$ cat config.mk
export PLATFORM = sky130hd
export DESIGN_NAME = sequenciador_ula
export DESIGN_NICKNAME = d
export VERILOG_FILES = /design/src/rtl/sequenciador_ula.sv
export SDC_FILE = /design/constraint.sdc
export NUM_CORES = 1
export LEC_CHECK = 0
export BUFFER_PORTS_ARGS = -buffer_cell sky130_fd_sc_hd__clkbuf_2
export CELL_PAD_IN_SITES_DETAIL_PLACEMENT = 1
export CELL_PAD_IN_SITES_GLOBAL_PLACEMENT = 1
export CORE_MARGIN = 2
export CORE_UTILIZATION = 35
export CTS_CLUSTER_DIAMETER = 60
export DETAILED_ROUTE_END_ITERATION = 8
export MAX_ROUTING_LAYER = met4
export PLACE_DENSITY = 0.71
export SETUP_SLACK_MARGIN = 0.3
export SYNTH_ARGS = -nofsm -noshare
export SYNTH_HDL_FRONTEND = slang
export SYNTH_SLANG_ARGS = --single-unit
$ cat constraint.sdc
create_clock -name clk -period 5.5 [get_ports clk]
set_clock_uncertainty 0.2 [all_clocks]
set_input_delay 0.55 -clock clk [delete_from_list [all_inputs] [get_ports clk]]
set_output_delay 0.55 -clock clk [all_outputs]
set_load 0.005 [all_outputs]
$ cat src/rtl/sequenciador_ula.sv
// rtl/sequenciador_ula.sv - command-level sequencer for the 8-bit ALU
//
// Takes one command at a time (opcode + two operands) over an inicio/pronto
// handshake. soma, sub, and, or, xor, not and div-by-zero finish on the
// accept edge. multi (shift-add) and div (restoring) take LARGURA iteration
// cycles. Each result is registered together with its flags, and
// resultado_valido pulses for one cycle.
//
// Ports:
//   clk, rst_n             clock (rising edge), asynchronous active-low reset
//   inicio / pronto        command valid / ready (pronto high only in IDLE)
//   Op, A, B               opcode and operands, captured on the accept edge
//   resultado              low word / quotient
//   resultado_alto         product high word / remainder / A on div0 / 0
//   resultado_valido       one-cycle pulse when a result is written
//   ocupado                high while iterating in MUL or DIV
//   flag_zero, flag_carry, flag_overflow, flag_neg, erro_div0  result status
module sequenciador_ula #(
    parameter int LARGURA = 8
) (
    input  logic               clk,
    input  logic               rst_n,
    input  logic               inicio,
    output logic               pronto,
    input  logic [2:0]         Op,
    input  logic [LARGURA-1:0] A,
    input  logic [LARGURA-1:0] B,
    output logic [LARGURA-1:0] resultado,
    output logic [LARGURA-1:0] resultado_alto,
    output logic               resultado_valido,
    output logic               ocupado,
    output logic               flag_zero,
    output logic               flag_carry,
    output logic               flag_overflow,
    output logic               flag_neg,
    output logic               erro_div0
);
    localparam int W  = LARGURA;
    localparam int CW = $clog2(LARGURA) + 1;

    typedef enum logic [1:0] {IDLE, MUL, DIV} estado_t;

    estado_t estado, prox_estado;

    logic [7:0]    op_oh;
    logic [CW-1:0] cont;
    logic          ultima;

    // Multiply: multiplicand shifts left in a double-width register, the
    // multiplier shifts right, so bit 0 of the multiplier selects each add.
    logic [2*W-1:0] acc, mcand, acc_prox;
    logic [W-1:0]   mplier;

    // Divide: the dividend shifts out of quoc from the top while quotient
    // bits shift in from the bottom.
    logic [W-1:0] resto, quoc, divisor, resto_prox, quoc_prox;
    logic [W:0]   resto_desl, resto_sub;
    logic         cabe;

    // Single-cycle datapath and write-back selection
    logic [W:0]   soma_ext, sub_ext;
    logic         unico;
    logic         wr_en, wr_c, wr_v, wr_e;
    logic [W-1:0] wr_lo, wr_hi;

    assign op_oh   = 8'b1 << Op;
    assign pronto  = (estado == IDLE);
    assign ocupado = (estado != IDLE);
    assign ultima  = (cont == CW'(W - 1));

    assign soma_ext = {1'b0, A} + {1'b0, B};
    assign sub_ext  = {1'b0, A} - {1'b0, B};

    assign acc_prox = mplier[0] ? acc + mcand : acc;

    assign resto_desl = {resto, quoc[W-1]};
    assign cabe       = (resto_desl >= {1'b0, divisor});
    assign resto_sub  = resto_desl - {1'b0, divisor};
    assign resto_prox = cabe ? resto_sub[W-1:0] : resto_desl[W-1:0];
    assign quoc_prox  = {quoc[W-2:0], cabe};

    // Everything except multi and div with a non-zero divisor completes
    // on the accept edge.
    assign unico = ~(op_oh[2] | (op_oh[3] & (B != '0)));

    always_ff @(posedge clk or negedge rst_n) begin
        if (!rst_n) begin
            estado <= IDLE;
        end else begin
            estado <= prox_estado;
        end
    end

    always_comb begin
        prox_estado = estado;
        wr_en = 1'b0;
        wr_lo = '0;
        wr_hi = '0;
        wr_c  = 1'b0;
        wr_v  = 1'b0;
        wr_e  = 1'b0;
        case (estado)
            IDLE: begin
                if (inicio) begin
                    if (op_oh[2]) begin
                        prox_estado = MUL;
                    end else if (op_oh[3] && (B != '0)) begin
                        prox_estado = DIV;
                    end
                    wr_en = unico;
                    if (op_oh[0]) begin
                        wr_lo = soma_ext[W-1:0];
                        wr_c  = soma_ext[W];
                        wr_v  = (A[W-1] == B[W-1]) && (soma_ext[W-1] != A[W-1]);
                    end
                    if (op_oh[1]) begin
                        wr_lo = sub_ext[W-1:0];
                        wr_c  = sub_ext[W];
                        wr_v  = (A[W-1] != B[W-1]) && (sub_ext[W-1] != A[W-1]);
                    end
                    if (op_oh[3]) begin
                        wr_lo = '1;
                        wr_hi = A;
                        wr_e  = 1'b1;
                    end
                    if (op_oh[4]) wr_lo = A & B;
                    if (op_oh[5]) wr_lo = A | B;
                    if (op_oh[6]) wr_lo = A ^ B;
                    if (op_oh[7]) wr_lo = ~A;
                end
            end
            MUL: begin
                if (ultima) begin
                    prox_estado = IDLE;
                    wr_en = 1'b1;
                    wr_lo = acc_prox[W-1:0];
                    wr_hi = acc_prox[2*W-1:W];
                    wr_v  = |acc_prox[2*W-1:W];
                end
            end
            DIV: begin
                if (ultima) begin
                    prox_estado = IDLE;
                    wr_en = 1'b1;
                    wr_lo = quoc_prox;
                    wr_hi = resto_prox;
                end
            end
            default: prox_estado = IDLE;
        endcase
    end

    always_ff @(posedge clk or negedge rst_n) begin
        if (!rst_n) begin
            cont             <= '0;
            acc              <= '0;
            mcand            <= '0;
            mplier           <= '0;
            resto            <= '0;
            quoc             <= '0;
            divisor          <= '0;
            resultado        <= '0;
            resultado_alto   <= '0;
            resultado_valido <= 1'b0;
            flag_zero        <= 1'b0;
            flag_carry       <= 1'b0;
            flag_overflow    <= 1'b0;
            flag_neg         <= 1'b0;
            erro_div0        <= 1'b0;
        end else begin
            resultado_valido <= wr_en;
            if (wr_en) begin
                resultado      <= wr_lo;
                resultado_alto <= wr_hi;
                flag_zero      <= ~|{wr_hi, wr_lo};
                flag_carry     <= wr_c;
                flag_overflow  <= wr_v;
                flag_neg       <= wr_lo[W-1];
                erro_div0      <= wr_e;
            end
            case (estado)
                IDLE: begin
                    // Iteration state is (re)loaded on every accept; it is
                    // only consumed when the FSM moves to MUL or DIV.
                    if (inicio) begin
                        cont    <= '0;
                        acc     <= '0;
                        mcand   <= {{W{1'b0}}, A};
                        mplier  <= B;
                        resto   <= '0;
                        quoc    <= A;
                        divisor <= B;
                    end
                end
                MUL: begin
                    acc    <= acc_prox;
                    mcand  <= mcand << 1;
                    mplier <= mplier >> 1;
                    cont   <= ultima ? '0 : cont + CW'(1);
                end
                DIV: begin
                    resto <= resto_prox;
                    quoc  <= quoc_prox;
                    cont  <= ultima ? '0 : cont + CW'(1);
                end
                default: cont <= '0;
            endcase
        end
    end
endmodule

==> results by group, run 1 <==
Run status
  • Outcome: complete, but fails checks
  • Failing checks: hold timing

Route
  • 1st-pass router iterations: 5
  • Initial DRC Count: 323
  • Antenna Nets Post-Route: 0
  • Drt wl/cell: between 15 and 20 um
  • Post-DR vias/cell: around 5.6
  • DRC: 0
  • Final Routed Wirelength: roughly 21 mm
  • Via count: 6000

Clocking
  • Latest clock arrival within the worst-skew pair: 0.36 ns
  • H-tree depth: 3
  • Setup bufs post-CTS: 0
  • Clk root buf: clkbuf_16
  • Cts-stage hold buffer count: 0
  • Worst-path clk slew: around 0.070 ns
  • Post_cts resized: 0
  • CTS tree: done
  • CTS Buffer Depth: 2
  • # clock sinks: roughly 90
  • Num CTS Buffers: 9

Logic synthesis
  • YS warnings: 0
  • Top_reg_cell synth: dfrtp_1
  • Synthesized net count: 860
  • Mapped Area: just under 0.007 mm2
  • Synth top cells by count: dfrtp_1, nand2_1, o21ai_0
  • Yosys reg bits: between 90 and 100
  • Most frequent cell after synthesis: dfrtp_1
  • Seq/Total Area, Yosys: between 30% and 40%
  • Netlist cell types: 75
  • Number of flops mapped to enable cells by yosys: 0
  • Top post-synthesis cells by area: dfrtp_1, ha_1, o21ai_0, nand2_1, mux2i_1
  • Mean cell area of the mapped netlist: 8.67 um2
  • Cell count after synthesis: between 700 and 800
  • Top cell type by total area after synthesis: dfrtp_1
  • Synth top area share: between 30% and 40%
  • Asr flop ratio synth: 100%

Finish
  • Area grow syn2layout: 11.7%
  • Final nets: between 800 and 900
  • Layout Utilization: between 40% and 50%
  • N_diodes: 0
  • Layout filler cell count: around 2300
  • Non-filler cells, final: 1074
  • Fraction of layout cells with a size suffix above 1: about an eighth

Worst setup path
  • Worst path required time: around 5.6 ns
  • Crit path buffers/inverters: 0
  • Crit path depth: 10
  • Critical Path End: flag_zero
  • Critical path's slowest cell: nor2b_1
  • R2R Setup Slk: roughly 1.7 ns
  • Critical path type: reg2reg
  • Worst Path Max Fanout: 9
  • FF-to-FF Start: resto[0]
  • Critical path's top delay family: compound AO/OA/AOI/OAI gates
  • Worst setup path startpoint: resto[0]
  • WP data arrival: roughly 3.9 ns
  • Worst Reg-to-Reg Cells: 10
  • Crit-path most repeated cell: nor2b_1
  • CP endpoint kind: flop
  • CP startpoint kind: flop
  • CP max stage delay: 0.75 ns
  • Worst-path cell chain: ha_1, nor2b_1, o31a_1, o41ai_2, nor2b_1, mux2i_1, a211oi_1, o2111ai_1, nor4_1, a32o_1
  • Reg2Reg Capture Point: flag_zero

GRT
  • Grt ovf: 0
  • Initial antenna violation count: 0
  • GRT Resource Usage Total: between 20% and 30%
  • Largest net degree at the start of global routing: between 50 and 60
  • Global-route wire length before repair: 34.1 mm
  • Vias in the first global route: around 6000

Power
  • Maximum VDD drop: around 300 uV
  • Combinational power share: between 50% and 60%
  • Int Pwr: between 0.002 and 0.0025 W
  • Pleak: between 3 and 4 nW
  • Power density over the cells: approximately 490 mW/mm2
  • Share of power burned in registers: 29.6%
  • Clock power frac: between 15 and 20%
  • Net switching power: around 0.0017 W
  • Sw Ratio: 45.5%

Worst hold path
  • Hold/Removal Path Class: in2async

Placement
  • Port bufs: 45
  • Gpl congestion: around 0.9
  • Cells after DPL: about 1100
  • Dpl ws: approximately 1.8 ns
  • Final HPWL DP: around 16 mm

Floorplanning
  • Rows: 50
  • Ports: 46
  • Die Ht: 143 um
  • Initial Util: 36.0%
  • Die area: roughly 0.020 mm2
  • Die width: 143 um
  • Core area: approximately 0.019 mm2

STA
  • Highest achievable clock rate: 0.265 GHz
  • Final Hold Fails: 3
  • Max-slew violations: 0
  • Max-slew headroom: between 20% and 30%
  • Slew @ Worst Pin: about 1.1 ns
  • Finish-stage setup viols: 0
  • RSZ-0062 raised after global routing: false
  • Hold_ws: -0.00778 ns
  • Tcrit/Tclk final: between 60% and 70%
  • Setup TNS: 0 ns
  • PnR worst setup slack: approximately 1.7 ns
  • Final min period: ~3.8 ns

Flow run
  • Max Cap Viol: 0
per-stage QoR:
step	power [W]	cell area, um2
after CTS	0.00371	7570
final	0.00368	7570
after global placement	0.00300	7260
after global routing	0.00399	7570
after floorplan	0.00244	6780
after detailed placement	0.00303	7260
cells by family after synthesis:
group / share of synthesized area, %
flip-flops: 33.6
AND/OR/NAND/NOR: 13.3
adder cells (fa/ha/maj): 10.8
multiplexers: 6.31
XOR/XNOR: 3.69
buffers and inverters: 5.32
AO/OA/AOI/OAI: 27.0
power groups by stage:
stage / clock network, W / logic, W / registers (W)
after detailed placement: 0 / 0.00193 / 0.00110
after CTS: 0.000674 / 0.00194 / 0.00109
final: 0.000657 / 0.00193 / 0.00109
after global routing: 0.000695 / 0.00217 / 0.00113
after floorplan: 0 / 0.00139 / 0.00105
after global placement: 0 / 0.00190 / 0.00110
how the worst min path moves through the flow:
stage,to,start,depth (start not counted)
floorplan,acc[0],rst_n,0
global placement,quoc[1],quoc[1],2
detailed placement,quoc[7],quoc[7],2
CTS,mcand[13],rst_n,1
global route,mcand[13],rst_n,1
finish,mcand[13],rst_n,1
final cells by class:
cell class / count / area, um2 / share of cell area [%]
Clock buffer: 9 / 225 / 2.98
Clock inverter: 7 / 83.8 / 1.11
Inverter: 56 / 210 / 2.78
Multi-Input combinational cell: 598 / 4160 / 54.9
Sequential cell: 91 / 2280 / 30.1
Tap cell: 260 / 325 / 4.30
Timing Repair Buffer: 53 / 288 / 3.80
routing by layer:
metal	vias to the layer above	wire, um	global-route usage [%]
li1	2891	-	-
met1	2971	10200	30.0
met2	116	9590	35.1
met3	22	733	3.32
met4	0	290	5.05
met5	-	0	-
state kept, by name, indices dropped and copies added (netlist names), 2 cells and up:
signal / flops
mplier: 8
cont: 4
resultado_alto: 8
mcand: 16
acc: 16
divisor: 8
resto: 8
quoc: 8
resultado: 8
estado: 2
cells in the final DEF, fill, tap and decap left out, types with 5 or more instances in the layout:
cell / synthesis / final
ha_1: 52 / 52
a21oi_1: 52 / 51
o22ai_1: 10 / 10
a221o_1: 5 / 5
o211ai_1: 7 / 7
o31ai_1: 5 / 5
dfrtp_1: 91 / 91
a211oi_1: 8 / 8
a22o_1: 18 / 18
xor2_1: 8 / 8
o21ai_0: 78 / 78
inv_1: 55 / 55
o21a_1: 11 / 11
clkbuf_2: 0 / 44
nor4_1: 5 / 5
nor2_1: 57 / 56
nand2_1: 88 / 88
o2111ai_1: 5 / 5
a22oi_1: 7 / 7
o21bai_1: 8 / 8
nand2b_1: 5 / 5
xnor2_1: 18 / 18
a31oi_1: 9 / 9
buf_4: 2 / 9
a21o_1: 9 / 9
clkbuf_16: 0 / 9
nand3_1: 10 / 10
mux2_2: 8 / 8
nor2b_1: 12 / 12
mux2i_1: 30 / 30
No activity file was read; power rests on OpenSTA's default activity.
==> inputs of run 2 (changes only) <==
Settings changed: ABC_AREA set to 1, PLACE_DENSITY 0.71 to 0.76.
Clock period 5.5 ns to 3.35 ns, I/O delays scaled along.
==> run 2 against run 1 <==
  * The run now ends clean
  * Setup slack lost 1.2 ns
  * Design area up 6.9%
  * Sequential share of layout area down 1.9 points
  * Count of clock-buffer cells in the layout increased by 1
  * Via count is 21% higher
  * Wire length increased by 19%
  * Critical path type unchanged
  * Critical endpoint unchanged
  * Highest routed layer unchanged
==> results by group, run 2 <==
Logic synthesis
  • Seq/Total Area, Yosys: 31.4% (-2.2 points)
  • Top cell type by total area after synthesis: dfrtp_1
  • YS warnings: 0 (unchanged)
  • Top post-synthesis cells by area: dfrtp_1, nand2_1, ha_1, nand3_1, inv_1
  • Compound-Gate Fraction of Synth Area: 12.5% (-14 points)
  • Synth Area in XOR/XNOR: 0.968% (-2.7 points)
  • Synthesized net count: 1138 (+32%)
  • Yosys reg bits: 91 (unchanged)
  • Largest family of logic cells by synthesized area: simple AND/OR/NAND/NOR gates
  • Top_reg_cell synth: dfrtp_1
  • Most frequent cell after synthesis: nand2_1
  • Netlist cell types: 46 (-39%)
  • Number of flops mapped to enable cells by yosys: 0 (unchanged)
  • Mean cell area of the mapped netlist: 6.83 um2 (-21%)
  • Synth Area in Simple Gates: 34.5% (+21 points)
  • Mapped Area: 0.00724 mm2 (+6.9%)
  • Asr flop ratio synth: 100% (unchanged)
  • Cell count after synthesis: 1060 (+36%)
  • Synth top area share: 31.4% (-2.2 points)
  • Adder-cell share of the synthesized area: 10.1% (-0.69 points)
  • Synth top cells by count: nand2_1, inv_1, nand3_1
  • Post-synthesis mux area share: 0.691% (-5.6 points)

STA
  • Slew @ Worst Pin: 0.664 ns (-0.475 ns)
  • Max-slew violations: 0 (unchanged)
  • Max-slew headroom: 55.7% (+32 points)
  • Finish-stage setup viols: 0 (unchanged)
  • Highest achievable clock rate: 0.355 GHz (+34%)
  • PnR worst setup slack: 0.532 ns (-1.19 ns)
  • Tcrit/Tclk final: 84.1% (+15 points)
  • RSZ-0062 raised after global routing: false
  • Final Hold Fails: 0 (-3)
  • Final min period: 2.82 ns (-0.957 ns)
  • Setup TNS: 0 ns (unchanged)

Finish
  • Commonest non-fill, non-tap cell in the layout: nand2_1
  • Most frequent cells in the layout: nand2_1, inv_1, nand3_1, dfrtp_1, nor2_1
  • Layout filler cell count: 2654 (+18%)
  • Area grow syn2layout: 11.7% (about the same)
  • Final instance area: 0.00809 mm2 (+6.9%)
  • Top flop regs: acc: 16 flops, mcand: 16 flops
  • N_diodes: 0 (unchanged)
  • Final nets: 1177 (+33%)
  • Layout Utilization: 39.8% (-0.34 points)
  • Fraction of layout cells with a size suffix above 1: 11.1% (-0.53 points)

Floorplanning
  • Die area: 0.0219 mm2 (+6.7%)
  • Initial Util: 35.7% (-0.32 points)
  • Core area: 0.0203 mm2 (+7.8%)
  • Rows: 52 (+4.0%)
  • Die Ht: 148 um (+3.3%)
  • Die width: 148 um (+3.3%)
  • Ports: 46 (unchanged)

Worst setup path
  • WP data arrival: 2.91 ns (-0.96 ns)
  • FF-to-FF Start: acc[0]
  • Worst setup path startpoint: acc[0]
  • Worst Path Max Fanout: 4 (-5)
  • CP endpoint kind: flop
  • Critical path type: reg2reg
  • CP startpoint kind: flop
  • Worst path required time: 3.44 ns (-2.16 ns)

Clocking
  • CTS Buffer Depth: 2 (unchanged)
  • H-tree depth: 3 (unchanged)
  • Worst-path clk slew: 0.07 ns (about the same)
  • Clk root buf: clkbuf_16
  • Latest clock arrival within the worst-skew pair: 0.35 ns (about the same)
  • CTS tree: done
  • Num CTS Buffers: 9 (unchanged)
  • # clock sinks: 91 (unchanged)

Route
  • Antenna Nets Post-Route: 0 (unchanged)
  • Via count: 7260 (+21%)
  • Post-DR vias/cell: 5.28 (-5.4%)
  • Drt wl/cell: 18.0 um (-7.1%)
  • DRC: 0 (unchanged)
  • Initial DRC Count: 370 (+15%)
  • Final Routed Wirelength: 24.8 mm (+19%)
  • 1st-pass router iterations: 6 (+1)

GRT
  • Grt ovf: 0 (unchanged)
  • Initial antenna violation count: 0 (unchanged)
  • Largest net degree at the start of global routing: 40 (-26%)
  • Vias in the first global route: 7597 (+26%)
  • Global-route wire length before repair: 40.4 mm (+19%)
  • GRT Resource Usage Total: 24.2% (+2.1 points)

Power
  • Power density over the cells: 749 mW/mm2 (+54%)
  • Pleak: 4.25 nW (+24%)
  • Maximum VDD drop: 328 uV (+7.5%)

Placement
  • Final HPWL DP: 19.7 mm (+23%)
  • Port bufs: 45 (unchanged)
  • Dpl ws: 0.357 ns (-1.41 ns)
  • Placed Area: 0.00777 mm2 (+7.0%)
  • Gpl congestion: 0.914 (+1.8%)

Flow run
  • Max Cap Viol: 0 (unchanged)

Worst hold path
  • Hold/Removal Path Class: in2reg
  • Min-delay src: B[2]

Run status
  • Outcome: finished, final reports clean
## run 2: cell count changes in the layout (fill, tap and decap cells not counted), sizes merged, moves of 12 or more
cell and change:
nand2 +227, nand3 +95, inv +82, nor2 +30
nand4 +28, mux2i -25, a22o -17, o21ai -16
xnor2 -15, a31oi +12, nor2b -12, or2 +12
## run 2: path summary, 6_finish.rpt
check / slack, ns / cells after the start / to
min reg2reg: 0.29 / 2 / resultado_alto[3]
min in group asynchronous: 0.30 / 2 / acc[12]
min: 0.09 / 3 / mplier[2]
max reg2reg: 0.53 / 13 / flag_zero
max in group asynchronous: 1.82 / 3 / cont[3]
max: 0.53 / 13 / flag_zero
## run 2: power breakdown
| group | internal [W] | leakage, nW | switching, W | total [W] |
|---|---|---|---|---|
| clock | 0.000604 | 0.142 | 0.000466 | 0.00107 |
| combinational | 0.00106 | 2.95 | 0.00218 | 0.00324 |
| sequential | 0.00147 | 1.16 | 0.000273 | 0.00174 |
| total | 0.00313 | 4.25 | 0.00292 | 0.00605 |
## run 2: what timing repair did
action	4_1_cts	5_1_grt
setup buffers	0	0
gates resized for setup	0	1
endpoints found under the setup margin	0	1
hold buffers	1	0
endpoints found under the hold margin	37	0
## run 2: final cells by class
cell class | instances | area, um2 | share of cell area [%]
timing repair buffer | 64 | 373 | 4.61
tap | 270 | 338 | 4.18
clock buffer | 10 | 239 | 2.95
inverter | 140 | 533 | 6.59
sequential | 91 | 2280 | 28.2
multi-input combinational | 793 | 4260 | 52.6
clock inverter | 6 | 70.1 | 0.866
## run 2: per-layer routing
layer | vias to the layer above | share of wire [%] | track usage [%]
met5 | - | 0 | -
met1 | 3563 | 46 | 30.9
met2 | 127 | 48 | 40.3
met4 | 0 | 2.8 | 8.29
met3 | 39 | 3.0 | 2.41
li1 | 3531 | - | -
## run 2: worst max-delay path: stages (launching register included)
cell	delay, ns
dfrtp_1	0.40
ha_1	0.25
fa_2	0.40
xnor2_1	0.19
a21oi_1	0.13
o21ai_0	0.35
nand2_1	0.10
nor2_1	0.11
nand3_1	0.07
nor2_1	0.21
nand3_1	0.11
nor2_1	0.10
nand3_1	0.08
nand2_1	0.06
## run 2: logic make-up (layout without fill, tap and decap cells)
kind of cell | after synthesis | after routing
adders and majority gates | 56 | 56
buffers and inverters | 176 | 220
DFF | 91 | 91
xor gates and xnor gates | 8 | 8
AOI/OAI and AO/OA | 159 | 159
and+or+nand+nor | 565 | 565
muxes | 5 | 5
## run 2: stage by stage
step                total power, W  hold slack, ns  cells
floorplan                  0.00394          -0.161   1060
global placement           0.00488           0.158   1357
CTS                        0.00607          0.0938   1374
global route               0.00660           0.123   1374
detailed placement         0.00498           0.163   1357
finish                     0.00605          0.0887   1374
